`src/rtl/pattern_detector_pkg.sv`:
```
// Shared constants and types for the serial pattern detector.
package pattern_detector_pkg;

    // Build-time defaults for the detector and its match counter.
    localparam int unsigned DEF_PAT_LEN = 3;
    localparam int unsigned DEF_CNT_W   = 8;
    localparam logic [DEF_PAT_LEN-1:0] DEF_RST_PAT = 3'b100;

    // What a given clock edge does to the detector state.
    typedef enum logic [1:0] {
        ActHold  = 2'b00,
        ActShift = 2'b01,
        ActLoad  = 2'b10
    } action_e;

endpackage

```
`src/rtl/pattern_detector_if.sv`:
```
// Data/control bundle between a bit-stream source and the pattern detector.
interface pattern_detector_if
    import pattern_detector_pkg::*;
#(
    parameter int unsigned PAT_LEN = DEF_PAT_LEN,
    parameter int unsigned CNT_W   = DEF_CNT_W
) ();

    logic               x;
    logic               x_valid;
    logic               overlap;
    logic               pat_load;
    logic [PAT_LEN-1:0] pat_in;
    logic               y;
    logic [CNT_W-1:0]   match_count;

    modport master (
        output x, x_valid, overlap, pat_load, pat_in,
        input  y, match_count
    );

    modport slave (
        input  x, x_valid, overlap, pat_load, pat_in,
        output y, match_count
    );

endinterface

```
`src/rtl/pattern_detector_sat_counter.sv`:
```
// Saturating up-counter; sticks at all-ones once reached.
module pattern_detector_sat_counter #(
    parameter int unsigned CNT_W = 8
) (
    input  logic             clk,
    input  logic             reset,
    input  logic             inc,
    output logic [CNT_W-1:0] o_count
);

    logic [CNT_W-1:0] r_count;

    // Count increments, holding at the maximum value.
    always_ff @(posedge clk) begin
        if (reset) begin
            r_count <= '0;
        end else if (inc && (r_count != {CNT_W{1'b1}})) begin
            r_count <= r_count + 1'b1;
        end
    end

    assign o_count = r_count;

endmodule

```
`src/rtl/pattern_detector.sv`:
```
// Serial pattern detector with loadable pattern, overlap control and Moore match pulse.
// Match counter is built only when PATTERN_DETECTOR_COUNT_EN is defined; otherwise
// match_count is tied to zero.
module pattern_detector
    import pattern_detector_pkg::*;
#(
    parameter int unsigned        PAT_LEN = DEF_PAT_LEN,
    parameter int unsigned        CNT_W   = DEF_CNT_W,
    parameter logic [PAT_LEN-1:0] RST_PAT = PAT_LEN'(DEF_RST_PAT)
) (
    input logic               clk,
    input logic               reset,
    pattern_detector_if.slave bus
);

    localparam int unsigned FILL_W = $clog2(PAT_LEN + 1);
    localparam logic [FILL_W-1:0] FILL_FULL = FILL_W'(PAT_LEN);

    logic [PAT_LEN-1:0] r_hist;
    logic [FILL_W-1:0]  r_fill;
    logic [PAT_LEN-1:0] r_pat;
    logic               r_y;

    action_e            w_action;
    logic [PAT_LEN-1:0] w_hist_shift;
    logic [FILL_W-1:0]  w_fill_inc;
    logic               w_match;
    logic [PAT_LEN-1:0] w_hist_nxt;
    logic [FILL_W-1:0]  w_fill_nxt;
    logic [PAT_LEN-1:0] w_pat_nxt;
    logic               w_y_nxt;

    // Decode the edge action (pattern load beats data) and the match condition.
    always_comb begin
        w_action = ActHold;
        if (bus.pat_load) begin
            w_action = ActLoad;
        end else if (bus.x_valid) begin
            w_action = ActShift;
        end
        w_hist_shift = {r_hist[PAT_LEN-2:0], bus.x};
        w_fill_inc   = (r_fill == FILL_FULL) ? r_fill : r_fill + 1'b1;
        w_match      = (w_action == ActShift) && (w_fill_inc == FILL_FULL) &&
                       (w_hist_shift == r_pat);
    end

    // Next-state for history, fill level, pattern and match pulse.
    always_comb begin
        w_hist_nxt = r_hist;
        w_fill_nxt = r_fill;
        w_pat_nxt  = r_pat;
        w_y_nxt    = 1'b0;
        unique case (w_action)
            ActLoad: begin
                w_pat_nxt  = bus.pat_in;
                w_fill_nxt = '0;
            end
            ActShift: begin
                w_hist_nxt = w_hist_shift;
                // Non-overlapping mode restarts the window after a hit.
                w_fill_nxt = (w_match && !bus.overlap) ? '0 : w_fill_inc;
                w_y_nxt    = w_match;
            end
            default: begin
            end
        endcase
    end

    // Detector state registers with synchronous reset.
    always_ff @(posedge clk) begin
        if (reset) begin
            r_hist <= '0;
            r_fill <= '0;
            r_pat  <= RST_PAT;
            r_y    <= 1'b0;
        end else begin
            r_hist <= w_hist_nxt;
            r_fill <= w_fill_nxt;
            r_pat  <= w_pat_nxt;
            r_y    <= w_y_nxt;
        end
    end

    assign bus.y = r_y;

`ifdef PATTERN_DETECTOR_COUNT_EN
    logic [CNT_W-1:0] w_count;

    pattern_detector_sat_counter #(
        .CNT_W (CNT_W)
    ) u_sat_counter (
        .clk     (clk),
        .reset   (reset),
        .inc     (w_match),
        .o_count (w_count)
    );

    assign bus.match_count = w_count;
`else
    assign bus.match_count = {CNT_W{1'b0}};
`endif

endmodule

```
`src/flat_wrapper.sv`:
```
// flat-port wrapper written by rule: the top's interface ports become plain ports
module pattern_detector_flat import pattern_detector_pkg::*;
#(
    parameter int unsigned        PAT_LEN = DEF_PAT_LEN,
    parameter int unsigned        CNT_W   = DEF_CNT_W,
    parameter logic [PAT_LEN-1:0] RST_PAT = PAT_LEN'(DEF_RST_PAT)
)
  (clk, reset, bus_x, bus_x_valid, bus_overlap, bus_pat_load, bus_pat_in, bus_y, bus_match_count);
  pattern_detector_if #(.PAT_LEN(PAT_LEN), .CNT_W(CNT_W)) bus_i ();
  input logic clk;
  input logic reset;
  input wire logic [$bits(bus_i.x)-1:0] bus_x;
  input wire logic [$bits(bus_i.x_valid)-1:0] bus_x_valid;
  input wire logic [$bits(bus_i.overlap)-1:0] bus_overlap;
  input wire logic [$bits(bus_i.pat_load)-1:0] bus_pat_load;
  input wire logic [$bits(bus_i.pat_in)-1:0] bus_pat_in;
  output wire logic [$bits(bus_i.y)-1:0] bus_y;
  output wire logic [$bits(bus_i.match_count)-1:0] bus_match_count;
  assign bus_i.x = bus_x;
  assign bus_i.x_valid = bus_x_valid;
  assign bus_i.overlap = bus_overlap;
  assign bus_i.pat_load = bus_pat_load;
  assign bus_i.pat_in = bus_pat_in;
  assign bus_y = bus_i.y;
  assign bus_match_count = bus_i.match_count;
  pattern_detector #(.PAT_LEN(PAT_LEN), .CNT_W(CNT_W), .RST_PAT(RST_PAT)) u_core (.clk(clk), .reset(reset), .bus(bus_i));
endmodule
```
`config.mk`:
```
export PLATFORM = sky130hd
export DESIGN_NAME = pattern_detector_flat
export DESIGN_NICKNAME = d
export VERILOG_FILES = /design/src/rtl/pattern_detector_pkg.sv /design/src/rtl/pattern_detector_if.sv /design/src/rtl/pattern_detector_sat_counter.sv /design/src/rtl/pattern_detector.sv /design/src/flat_wrapper.sv
export SDC_FILE = /design/constraint.sdc
export NUM_CORES = 1
export LEC_CHECK = 0
export ABC_CLOCK_PERIOD_IN_PS = 1300
export CORE_UTILIZATION = 30
export DETAILED_ROUTE_END_ITERATION = 10
export REMOVE_ABC_BUFFERS = 1
export SYNTH_ARGS = -nofsm -noshare
export SYNTH_HDL_FRONTEND = slang
export SYNTH_SLANG_ARGS = --single-unit
```
`constraint.sdc`:
```
create_clock -name clk -period 1.3 [get_ports clk]
set_input_delay 0.195 -clock clk [delete_from_list [all_inputs] [get_ports clk]]
set_output_delay 0.195 -clock clk [all_outputs]
set_load 0.02 [all_outputs]
```
Yosys cells after proc, flatten, opt, wreduce, memory -nomap -nowiden

Cells that the tools add are included.

Register bits after elaboration: 8
Bits of input ports: 9
Word-level logic and storage cells: 22

Add/subtract/negate cells: 1
Eq/ne operators: 5
Mux-type cells: 5
Bitwise gates (word level): 1
Reductions and logical operators: 6

Operators by type and width:

| operator                                             | count |
|---|---|
| equality test 2 bit (second input constant)          | 3 |
| 2-to-1 mux 2 bit                                     | 3 |
| case mux 2 bit (2 select lines)                      | 1 |
| equality test 3 bit                                  | 1 |
| logical AND 1 bit                                    | 3 |
| adder 2 x 1 -> 2 bit (second input constant)         | 1 |
| equality test 2 x 1 -> 1 bit (second input constant) | 1 |
| nonzero test 2 bit                                   | 1 |
| OR reduction 2 bit                                   | 1 |
| logical NOT 1 bit                                    | 1 |
| 2-to-1 mux 1 bit                                     | 1 |
| inverter 1 bit                                       | 1 |

Depth between registers and ports, before layout

Gate-level depths: netlist (run 1).

Depth in word-level cells: 8
Mapped depth: 4
Depth with buffers taken out: 3

Least setup slack after synthesis (run 1)

No wires, ideal clock.

Path kind: in2reg
From: input bus_pat_load
To: register u_core.r_fill[0]
Data arrival time: 0.842 ns
Required time: 1.172 ns
Setup slack: 0.330 ns
Stages: 4
Buffers on the path: 1
Cells stage by stage: buf_6 nand4bb_1 nor4b_2 nor4_1

Word-level cells in the longest chain between the ends: 7
Elaborated cells on any way between the ends: 9

RTL lines:

| element                         | RTL line                                       | source |
|---|---|---|
| start: declaration              | flat_wrapper.sv:15                             | `input wire logic [$bits(bus_i.pat_load)-1:0] bus_pat_load;` |
| 2-to-1 mux 2 bit *              | pattern_detector.sv:36                         | `if (bus.pat_load) begin` |
| equality test 2 x 1 -> 1 bit    | pattern_detector.sv:43, pattern_detector.sv:53 |  |
| logical AND 1 bit (2 in a row)  | pattern_detector.sv:43                         | `w_match = (w_action == ActShift) && (w_fill_inc == FILL_FULL) &&` |
| logical AND 1 bit               | pattern_detector.sv:61                         | `w_fill_nxt = (w_match && !bus.overlap) ? '0 : w_fill_inc;` |
| 2-to-1 mux 2 bit                | pattern_detector.sv:61                         |  |
| case mux 2 bit (2 select lines) | pattern_detector.sv:53                         | `unique case (w_action)` |
| end signal: assignment          | pattern_detector.sv:78                         | `r_fill <= w_fill_nxt;` |
| end: declaration                | pattern_detector.sv:20                         | `logic [FILL_W-1:0] r_fill;` |

Mark *: on every way between the ends. The rest lies on a longest branch, timed or not.
A chain may end at the register's enable or synchronous reset.

Worst setup path after layout (run 1)

Ends and elaborated chain as after synthesis.

==> results of run 1 <==
stage by stage:
step / hold slack (ns) / instances
after global routing: 0.535 / 70
final: 0.495 / 70
after CTS: 0.494 / 70
after global placement: 0.491 / 67
after detailed placement: 0.485 / 67
after floorplan: 0.267 / 39
how the worst max path moves through the flow:
stage               startpoint               end  slack [ns]
2_1_floorplan  u_core.r_pat[0]  u_core.r_fill[0]        0.34
3_3_place_gp      bus_pat_load      u_core.bus.y       -0.12
3_5_place_dp      bus_pat_load  u_core.r_fill[0]       -0.13
4_1_cts           bus_pat_load  u_core.r_fill[0]        0.14
5_1_grt           bus_pat_load  u_core.r_fill[1]        0.05
6_report          bus_pat_load  u_core.r_fill[0]        0.14
layer usage:
layer  vias to the layer above  GRT usage, %  share of wire (%)
li1                        154             -                  -
met1                       127          14.4                 47
met2                        16          13.5                 43
met3                         2          3.98                9.7
met4                         0          7.76               0.65
met5                         -             0                  0
cell families after synthesis:
family                 synth area share (%)
AO/OA/AOI/OAI                          4.76
XOR/XNOR                               6.25
buffers and inverters                  17.9
flip-flops                             38.1
multiplexers                           9.52
other                                 0.892
AND/OR/NAND/NOR                        22.6
placed cells by master, fill, tap and decap left out, types with 2 or more instances in the layout:
cell type and count:
sky130_fd_sc_hd__clkbuf_4 3, sky130_fd_sc_hd__dfxtp_1 8, sky130_fd_sc_hd__clkdlybuf4s50_1 8, sky130_fd_sc_hd__nor4_1 3, sky130_fd_sc_hd__buf_4 4, sky130_fd_sc_hd__conb_1 8
sky130_fd_sc_hd__xor2_1 2, sky130_fd_sc_hd__mux2i_1 4, sky130_fd_sc_hd__nor2_1 4
power by group:
part           leakage, µW  switching [µW]  total (µW)  internal [µW]
clock network    0.0000138            77.7         183            105
registers        0.0000655            6.57         262            256
logic             0.000146            47.6        97.1           49.5
total             0.000225             132         542            410
sequential cells by signal, indices dropped and copies added (netlist names):
| name | cells |
|---|---|
| u_core.r_hist | 2 |
| u_core.r_fill | 2 |
| u_core.r_pat | 3 |
| u_core.bus.y | 1 |
worst max-delay path, stage by stage:
cell and delay, ns:
sky130_fd_sc_hd__clkdlybuf4s50_1 0.45, sky130_fd_sc_hd__nand4bb_1 0.22, sky130_fd_sc_hd__nor4b_2 0.33, sky130_fd_sc_hd__nor4_1 0.08
area by class of cell:
class | instances | share of cell area [%]
Clock buffer | 3 | 4.24
Tap cell | 15 | 3.53
Sequential cell | 8 | 30.1
Timing Repair Buffer | 13 | 22.4
Multi-Input combinational cell | 31 | 39.8
==> results.py, run 1 <==
metrics = {
    "timing": {
        "finalMaxSlewViolations": 0,
        "post_layout_min_period_ns": 1.16,
        "setup-tns-final_ns": 0,
        "final_hold_viol_count": 0,
        "setup_viol": 0,
        "finalCritPeriodShare_pct": 89.4,
        "final.setup.worst_slack_ns": 0.138,
        "maxClockFrequency_mhz": 860,
        "rsz0062_at_grt": "false",
        "finalClockSkew_ns": 0.00335,
    },
    "yosys": {
        "yosys_register_bits": 8,
        "synth.top_cell.area_share_pct": 38.1,
        "synthDistinctLibCells": 19,
        "avgSynthCellArea_um2": 10.0,
        "synth_enable_flop_cells": 0,
        "synthCells": 42,
        "mappedNetlistArea_um2": 420,
        "async_reset_ff_share_pct": 0,
        "ys_top_cells_by_area": "sky130_fd_sc_hd__dfxtp_1 38%, sky130_fd_sc_hd__buf_4 14%, sky130_fd_sc_hd__mux2i_1 9.5%, sky130_fd_sc_hd__nor4_1 4.5%, sky130_fd_sc_hd__xor2_1 4.2%",
        "post_synth_most_frequent_cells": "8 x sky130_fd_sc_hd__buf_4, 8 x sky130_fd_sc_hd__dfxtp_1, 4 x sky130_fd_sc_hd__mux2i_1, 4 x sky130_fd_sc_hd__nor2_1, 3 x sky130_fd_sc_hd__nor4_1",
        "postSynth.topFlopCell": "sky130_fd_sc_hd__dfxtp_1",
        "post-synth-top-area-cell": "sky130_fd_sc_hd__dfxtp_1",
        "synth_seq_area_share_pct": 38.1,
        "ys.warnings.count": 0,
    },
    "power": {
        "total_power_uw": 542,
        "power_density_relative_to_cell_area_mw_per_mm2": 1020,
        "worst_ir_drop_vdd_v": 0.000601,
        "total_leakage_power_uw": 0.000225,
    },
    "clocking": {
        "clk_path_buf_depth": 2,
        "cts-root-buf": "sky130_fd_sc_hd__clkbuf_4",
        "clock_buffer_count_from_cts": 3,
        "worst_skew_pair.late_latency_ns": 0.25,
        "postCtsHoldBufs": 0,
        "clock_tree.htree_level_count": 1,
        "clock-sinks": 8,
        "tritoncts_clock_tree": "built",
        "post_cts_buffers": 0,
        "cts_repair_resize_count": 1,
        "cts.reportedPaths.clkPinSlew_ns": 0.05,
    },
    "finish": {
        "register_area_um2": 160,
        "fillers": 135,
        "multiInputGateArea_um2": 211,
        "antennaDiodeCount": 0,
        "design_area_um2": 532,
        "layout-drive-gt1-share_pct": 20.0,
        "flow.area_growth_from_synthesis_pct": 26.5,
        "end_of_flow_core_utilization_pct": 40.9,
        "number_of_nets_at_the_end_of_the_flow": 66,
    },
    "routing": {
        "dr.first_iter.drc_count": 7,
        "dr.pass1.iters": 4,
        "route.final.wire_length_um": 611,
        "remaining_drc_errors": 0,
        "via_count": 299,
        "detail_route_antenna_nets": 0,
        "post_drt_wl_per_cell_um": 8.73,
        "viasPerCell": 4.27,
    },
    "outcome": {
        "status": "complete, no violations",
    },
    "worst_setup_path": {
        "startpoint_type": "primary input",
        "cp_data_required_time_ns": 1.43,
        "timing.critical_path.arrival_ns": 1.29,
        "r2r_cells": 3,
        "timing.rr.start": "u_core.r_fill[1]",
        "worst-path-max-fanout": 4,
        "critical_path_class": "in -> reg",
        "reg2reg_slack_ns": 0.25,
        "worst_setup_path_end_kind": "flop",
        "reg2reg_to": "u_core.r_fill[0]",
    },
    "floorplanning": {
        "die_area_mm2": 0.00156,
        "start_util_pct": 32.3,
        "die_width_um": 39.4,
        "design.portCount": 18,
        "placementRows": 13,
        "die_h_um": 39.4,
        "fp.coreArea_mm2": 0.00130,
    },
    "worst_hold_path": {
        "hold_path_depth": 2,
        "timing.hold.worst.start": "u_core.r_fill[1]",
        "holdPathEnd": "u_core.bus.y",
        "worstHoldPathType": "reg -> reg",
    },
    "grt": {
        "global_route.overflow_total": 0,
        "grt_antenna_before_repair": 0,
        "grt.total_usage_pct": 10.7,
        "grt_start_max_net_pins": 9,
        "first_pass_grt_wire_length_mm": 1.08,
        "grt_pass1_vias": 275,
    },
    "placed_design": {
        "portbufs": 9,
        "pre_cts_slack_ns": -0.127,
        "placed_cell_area_um2": 510,
        "gpl.final_weighted_congestion": 0.711,
        "hpwl_um": 500,
    },
    "run": {
        "max-cap-violations": 0,
    },
}
No activity file was read; power rests on OpenSTA's default activity.
==> run 2: changes to the inputs <==
--- a/config.mk
+++ b/config.mk
@@ -8,6 +8,7 @@
 export ABC_CLOCK_PERIOD_IN_PS = 1300
 export CORE_UTILIZATION = 30
 export DETAILED_ROUTE_END_ITERATION = 10
+export DONT_BUFFER_PORTS = 1
 export REMOVE_ABC_BUFFERS = 1
 export SYNTH_ARGS = -nofsm -noshare
 export SYNTH_HDL_FRONTEND = slang
==> constraint.sdc (replaced) <==
create_clock -name clk -period 1.3 [get_ports clk]
set_input_delay 0.195 -clock clk [delete_from_list [all_inputs] [get_ports clk]]
set_output_delay 0.195 -clock clk [all_outputs]
set_load 0.005 [all_outputs]
==> run 2 against run 1 <==
Critical path depth fell by 1. Worst hold slack got worse by 0.47 ns. Utilization fell by 6.8 points. Sequential share of layout area rose by 6.0 points. Critical path type is now reg -> reg. Critical endpoint unchanged.
==> results.py, run 2 (synthesis gave the netlist of run 1 again) <==
metrics = {
    "outcome": {
        "status": "complete, no violations",
    },
    "placed_design": {
        "placed_cells_incl_taps": 54,
        "placed_cell_area_um2": 390,
        "portbufs": 0,
        "gpl.final_weighted_congestion": 0.642,
    },
    "timing": {
        "setup-tns-final_ns": 0,
        "hold-worst-slack_ns": 0.0245,
        "finalCritPeriodShare_pct": 80.2,
        "maxClockFrequency_mhz": 959,
        "post_layout_min_period_ns": 1.04,
        "rsz0062_at_grt": "false",
        "finalClockSkew_ns": 0.00555,
        "final_hold_viol_count": 0,
        "finalMaxSlewViolations": 0,
        "setup_viol": 0,
    },
    "clocking": {
        "cts.reportedPaths.clkPinSlew_ns": 0.06,
        "tritoncts_clock_tree": "built",
        "clk_path_buf_depth": 2,
        "worst_skew_pair.late_latency_ns": 0.26,
        "clock-sinks": 8,
        "cts-root-buf": "sky130_fd_sc_hd__clkbuf_4",
        "clock_buffer_count_from_cts": 3,
        "clock_tree.htree_level_count": 1,
        "post_cts_buffers": 0,
    },
    "power": {
        "total_leakage_power_uw": 0.000179,
        "internal_power_uw": 389,
        "worst_ir_drop_vdd_v": 0.000661,
        "power_density_relative_to_cell_area_mw_per_mm2": 1140,
        "p_comb_share_pct": 10.0,
        "seqPwrFrac_pct": 51.9,
        "netSwitchingPower_uw": 117,
        "power.clock.fraction_pct": 38.2,
        "power.switching_fraction_pct": 23.1,
    },
    "routing": {
        "dr.pass1.iters": 3,
        "viasPerCell": 4.58,
        "remaining_drc_errors": 0,
        "post_drt_wl_per_cell_um": 11.0,
        "via_count": 275,
        "route.final.wire_length_um": 662,
        "detail_route_antenna_nets": 0,
        "dr.first_iter.drc_count": 5,
    },
    "worst_setup_path": {
        "worst-path-max-fanout": 2,
        "r2r_cells": 3,
        "timing.rr.start": "u_core.r_pat[0]",
        "cp_data_required_time_ns": 1.44,
        "startpoint_type": "flop",
        "timing.critical_path.arrival_ns": 1.18,
        "worst_setup_path_end_kind": "flop",
        "reg2reg_slack_ns": 0.26,
        "reg2reg_to": "u_core.r_fill[0]",
        "critical_path_class": "reg -> reg",
    },
    "floorplanning": {
        "die_width_um": 39.4,
        "fp.coreArea_mm2": 0.00130,
        "die_h_um": 39.4,
        "design.portCount": 18,
        "die_area_mm2": 0.00156,
        "start_util_pct": 32.3,
        "placementRows": 13,
    },
    "grt": {
        "grt_antenna_before_repair": 0,
        "grt_start_max_net_pins": 8,
        "grt_pass1_vias": 280,
        "global_route.overflow_total": 0,
        "grt.total_usage_pct": 12.1,
        "first_pass_grt_wire_length_mm": 1.12,
    },
    "worst_hold_path": {
        "worstHoldPathType": "in -> reg",
        "hold_path_depth": 1,
        "timing.hold.worst.start": "reset",
        "holdPathEnd": "u_core.bus.y",
    },
    "finish": {
        "flow.area_growth_from_synthesis_pct": 5.36,
        "leading_cell_types_in_the_layout_fill_and_taps_excluded": "8 x sky130_fd_sc_hd__conb_1, 8 x sky130_fd_sc_hd__dfxtp_1, 4 x sky130_fd_sc_hd__mux2i_1, 4 x sky130_fd_sc_hd__nor2_1",
        "antennaDiodeCount": 0,
        "largest_register_ff_count": 3,
        "number_of_nets_at_the_end_of_the_flow": 56,
        "design_area_um2": 443,
        "layout-drive-gt1-share_pct": 15.6,
        "instances_no_fill": 60,
        "largest-register": "u_core.r_pat",
        "biggestRegsByFlops": "u_core.r_pat x3, u_core.r_fill x2, u_core.r_hist x2",
    },
    "run": {
        "max-cap-violations": 0,
    },
}
run 2: stage by stage:
step	worst slack, ns	power (µW)	utilization (%)
after global placement	0.286	306	30.0
final	0.257	505	34.0
after global routing	0.126	542	34.0
after detailed placement	0.265	307	30.0
after floorplan	0.343	303	-
after CTS	0.251	514	33.3
run 2: worst max-delay path: stages, from the launching register on:
cell	delay [ns]
sky130_fd_sc_hd__dfxtp_1	0.31
sky130_fd_sc_hd__xor2_1	0.18
sky130_fd_sc_hd__nor4b_2	0.35
sky130_fd_sc_hd__nor4_1	0.08
run 2: power by group through the flow:
stage	clock network (µW)	logic (µW)	registers, µW
global route	220	58.2	263
finish	193	50.4	262
CTS	205	47.2	262
global placement	0	39.4	267
floorplan	0	36.7	266
detailed placement	0	39.2	268
run 2: worst max path at each step:
stage | startpoint | endpoint | slack, ns | depth (start not counted)
final | u_core.r_pat[0] | u_core.r_fill[0] | 0.26 | 3
after global routing | u_core.r_hist[0] | u_core.bus.y | 0.13 | 3
after CTS | u_core.r_hist[0] | u_core.bus.y | 0.25 | 3
after detailed placement | u_core.r_pat[0] | u_core.r_fill[1] | 0.26 | 3
after global placement | u_core.r_pat[0] | u_core.r_fill[1] | 0.29 | 3
after floorplan | u_core.r_pat[0] | u_core.r_fill[0] | 0.34 | 3
run 2: routing by layer:
layer | up-vias | routed length [µm] | global-route usage, %
met5 | - | 0 | 0
met2 | 18 | 287 | 16.8
met1 | 123 | 278 | 12.2
li1 | 134 | - | -
met4 | 0 | 0 | 5.17
met3 | 0 | 97 | 11.4
run 2: final cells by class:
class                   instances  area [µm²]
fillers                       136         858
multi-input cells              31         211
flip-flops and latches          8         160
repair buffers                  3        30.0
clock buffers                   3        22.5
well taps                      15        18.8
run 2: timing repair:
action | in CTS | in global routing
hold buffers | 2 | 1
resized for setup | 0 | 0
hold endpoints to repair | 5 | 1
==> run 3: changes to the inputs <==
--- a/config.mk
+++ b/config.mk
@@ -5,7 +5,7 @@
 export SDC_FILE = /design/constraint.sdc
 export NUM_CORES = 1
 export LEC_CHECK = 0
-export ABC_CLOCK_PERIOD_IN_PS = 1300
+export ABC_CLOCK_PERIOD_IN_PS = 1000
 export CORE_UTILIZATION = 30
 export DETAILED_ROUTE_END_ITERATION = 10
 export DONT_BUFFER_PORTS = 1
==> constraint.sdc (replaced) <==
create_clock -name clk -period 1 [get_ports clk]
set_input_delay 0.15 -clock clk [delete_from_list [all_inputs] [get_ports clk]]
set_output_delay 0.15 -clock clk [all_outputs]
set_load 0.005 [all_outputs]
==> run 3 against run 2 <==
The flow now finishes with violations (hold timing, setup timing). Routed wire length increased by 3.8%. Worst hold slack got worse by 0.065 ns. Critical path depth unchanged. Clock skew decreased by 0.0027 ns. Register-to-register slack got worse by 0.26 ns. Sequential power increased by 32%. Critical path type unchanged. Critical endpoint is now u_core.r_fill[1]. Largest cell class unchanged.
==> results.py, run 3 (synthesis gave the netlist of run 1 again) <==
metrics = {
    "finish": {
        "end_of_flow_core_utilization_pct": 35.1,
        "layout_commonest_cell": "sky130_fd_sc_hd__conb_1",
        "antennaDiodeCount": 0,
        "largest_register_ff_count": 3,
        "number_of_nets_at_the_end_of_the_flow": 54,
        "layout-drive-gt1-share_pct": 34.9,
        "register_area_um2": 165,
        "biggestRegsByFlops": "u_core.r_pat x3, u_core.r_fill x2, u_core.r_hist x2",
        "fillers": 150,
        "flow.area_growth_from_synthesis_pct": 8.63,
        "largest-register": "u_core.r_pat",
        "design_area_um2": 457,
        "multiInputGateArea_um2": 243,
        "leading_cell_types_in_the_layout_fill_and_taps_excluded": "8 x sky130_fd_sc_hd__conb_1, 4 x sky130_fd_sc_hd__mux2i_1, 4 x sky130_fd_sc_hd__nor2_1, 4 x sky130_fd_sc_hd__dfxtp_1, 4 x sky130_fd_sc_hd__dfxtp_2",
    },
    "floorplanning": {
        "fp.coreArea_mm2": 0.00130,
        "die_width_um": 39.4,
        "placementRows": 13,
        "die_h_um": 39.4,
        "design.portCount": 18,
        "die_area_mm2": 0.00156,
        "start_util_pct": 32.3,
    },
    "routing": {
        "post_drt_wl_per_cell_um": 11.8,
        "via_count": 267,
        "dr.pass1.iters": 2,
        "viasPerCell": 4.60,
        "route.final.wire_length_um": 687,
        "dr.first_iter.drc_count": 2,
        "remaining_drc_errors": 0,
        "detail_route_antenna_nets": 0,
    },
    "timing": {
        "final.setup.worst_slack_ns": -0.00623,
        "setup-tns-final_ns": -0.0101,
        "setup_viol": 2,
        "rsz0062_at_grt": "true",
        "maxClockFrequency_mhz": 994,
        "hold-worst-slack_ns": -0.0410,
        "finalCritPeriodShare_pct": 101,
        "finalClockSkew_ns": 0.00284,
        "post_layout_min_period_ns": 1.01,
        "finalMaxSlewViolations": 0,
        "final_hold_viol_count": 7,
    },
    "clocking": {
        "clk_path_buf_depth": 2,
        "clock_buffer_count_from_cts": 3,
        "worst_skew_pair.late_latency_ns": 0.25,
        "clock-sinks": 8,
        "clock_tree.htree_level_count": 1,
        "tritoncts_clock_tree": "built",
        "cts-root-buf": "sky130_fd_sc_hd__clkbuf_4",
        "cts.reportedPaths.clkPinSlew_ns": 0.05,
    },
    "grt": {
        "grt_pass1_vias": 260,
        "first_pass_grt_wire_length_um": 979,
        "grt_start_max_net_pins": 9,
        "grt_antenna_before_repair": 0,
        "global_route.overflow_total": 0,
        "grt.total_usage_pct": 10.4,
    },
    "power": {
        "power_density_relative_to_cell_area_mw_per_mm2": 1420,
        "worst_ir_drop_vdd_v": 0.000930,
        "total_power_uw": 649,
        "total_leakage_power_uw": 0.000184,
    },
    "worst_setup_path": {
        "worst-path-max-fanout": 2,
        "path_cells": "nand4bb_1, nor4b_4, nor4_1",
        "timing.critical_path.slowest_stage_cell": "sky130_fd_sc_hd__nor4b_4",
        "critical_path_buffer_and_inverter_count": 0,
        "startpoint_type": "flop",
        "critical_path_class": "reg -> reg",
        "longest_individual_stage_delay_on_the_worst_path_ns": 0.33,
        "worst_setup_path_end_kind": "flop",
        "cp_data_required_time_ns": 1.13,
        "reg2reg_slack_ns": -0.006,
        "path_delay_family": "simple AND/OR/NAND/NOR gates",
        "timing.critical_path.arrival_ns": 1.14,
    },
    "outcome": {
        "status": "finished with violations",
        "failing_checks": "hold timing, setup timing",
    },
    "placed_design": {
        "placed_cell_area_um2": 398,
        "portbufs": 0,
        "gpl.final_weighted_congestion": 0.680,
    },
    "run": {
        "max-cap-violations": 0,
    },
    "worst_hold_path": {
        "worstHoldPathType": "in -> reg",
    },
}
[run 3: cell count changes in the layout (fill, tap and decap cells not counted)]
| cell | change |
|---|---|
| sky130_fd_sc_hd__buf_4 | +1 |
| sky130_fd_sc_hd__dfxtp_1 | -4 |
| sky130_fd_sc_hd__dfxtp_2 | +4 |
| sky130_fd_sc_hd__dlygate4sd3_1 | -3 |
| sky130_fd_sc_hd__nor4b_2 | -1 |
| sky130_fd_sc_hd__nor4b_4 | +1 |
| sky130_fd_sc_hd__xnor2_1 | -1 |
| sky130_fd_sc_hd__xnor2_2 | +1 |
| sky130_fd_sc_hd__xor2_1 | -2 |
| sky130_fd_sc_hd__xor2_2 | +2 |
[run 3: metrics by stage]
stage          cells  worst slack [ns]
2_1_floorplan     39            0.0434
3_3_place_gp      55           -0.0178
3_5_place_dp      55           -0.0264
4_1_cts           58           -0.0135
5_1_grt           58           -0.0692
6_report          58          -0.00623
[run 3: metal layers]
layer / GRT usage (%) / wire, µm / share of wire [%]
met1: 11.7 / 294 / 43
met5: 0 / 0 / 0
met3: 1.70 / 61 / 8.9
met4: 12.9 / 12 / 1.7
met2: 14.8 / 319 / 46
[run 3: worst reg2reg max path, cell delays in order (launching register included)]
cell and delay [ns]:
sky130_fd_sc_hd__dfxtp_2 0.32, sky130_fd_sc_hd__nand4bb_1 0.16, sky130_fd_sc_hd__nor4b_4 0.33, sky130_fd_sc_hd__nor4_1 0.08
[run 3: cell type report]
class / count / area share (%)
Clock buffer: 3 / 4.93
Sequential cell: 8 / 36.2
Timing Repair Buffer: 1 / 1.64
Multi-Input combinational cell: 31 / 53.2
Tap cell: 15 / 4.11
[run 3: final timing paths]
path / endpoint / start / cells after the start
hold / removal: u_core.r_hist[0] / reset / 1
setup reg to reg: u_core.r_fill[1] / u_core.r_fill[1] / 3
setup / recovery: u_core.r_fill[1] / u_core.r_fill[1] / 3
hold reg to reg: u_core.r_pat[1] / u_core.r_pat[1] / 2
[run 3: timing repair]
| action | CTS | global route |
|---|---|---|
| gates cloned | 0 | 0 |
| gates resized for setup | 4 | 4 |
| setup buffers | 0 | 0 |
| setup endpoints to repair | 2 | 3 |
| pin swaps | 4 | 5 |
| endpoints found under the hold margin | 8 | 8 |
[run 3: report_power, final]
part	switching, µW	leakage [µW]	internal (µW)
sequential	11.9	0.0000671	334
combinational	28.4	0.000103	36.0
clock	102	0.0000138	137
total	142	0.000184	507
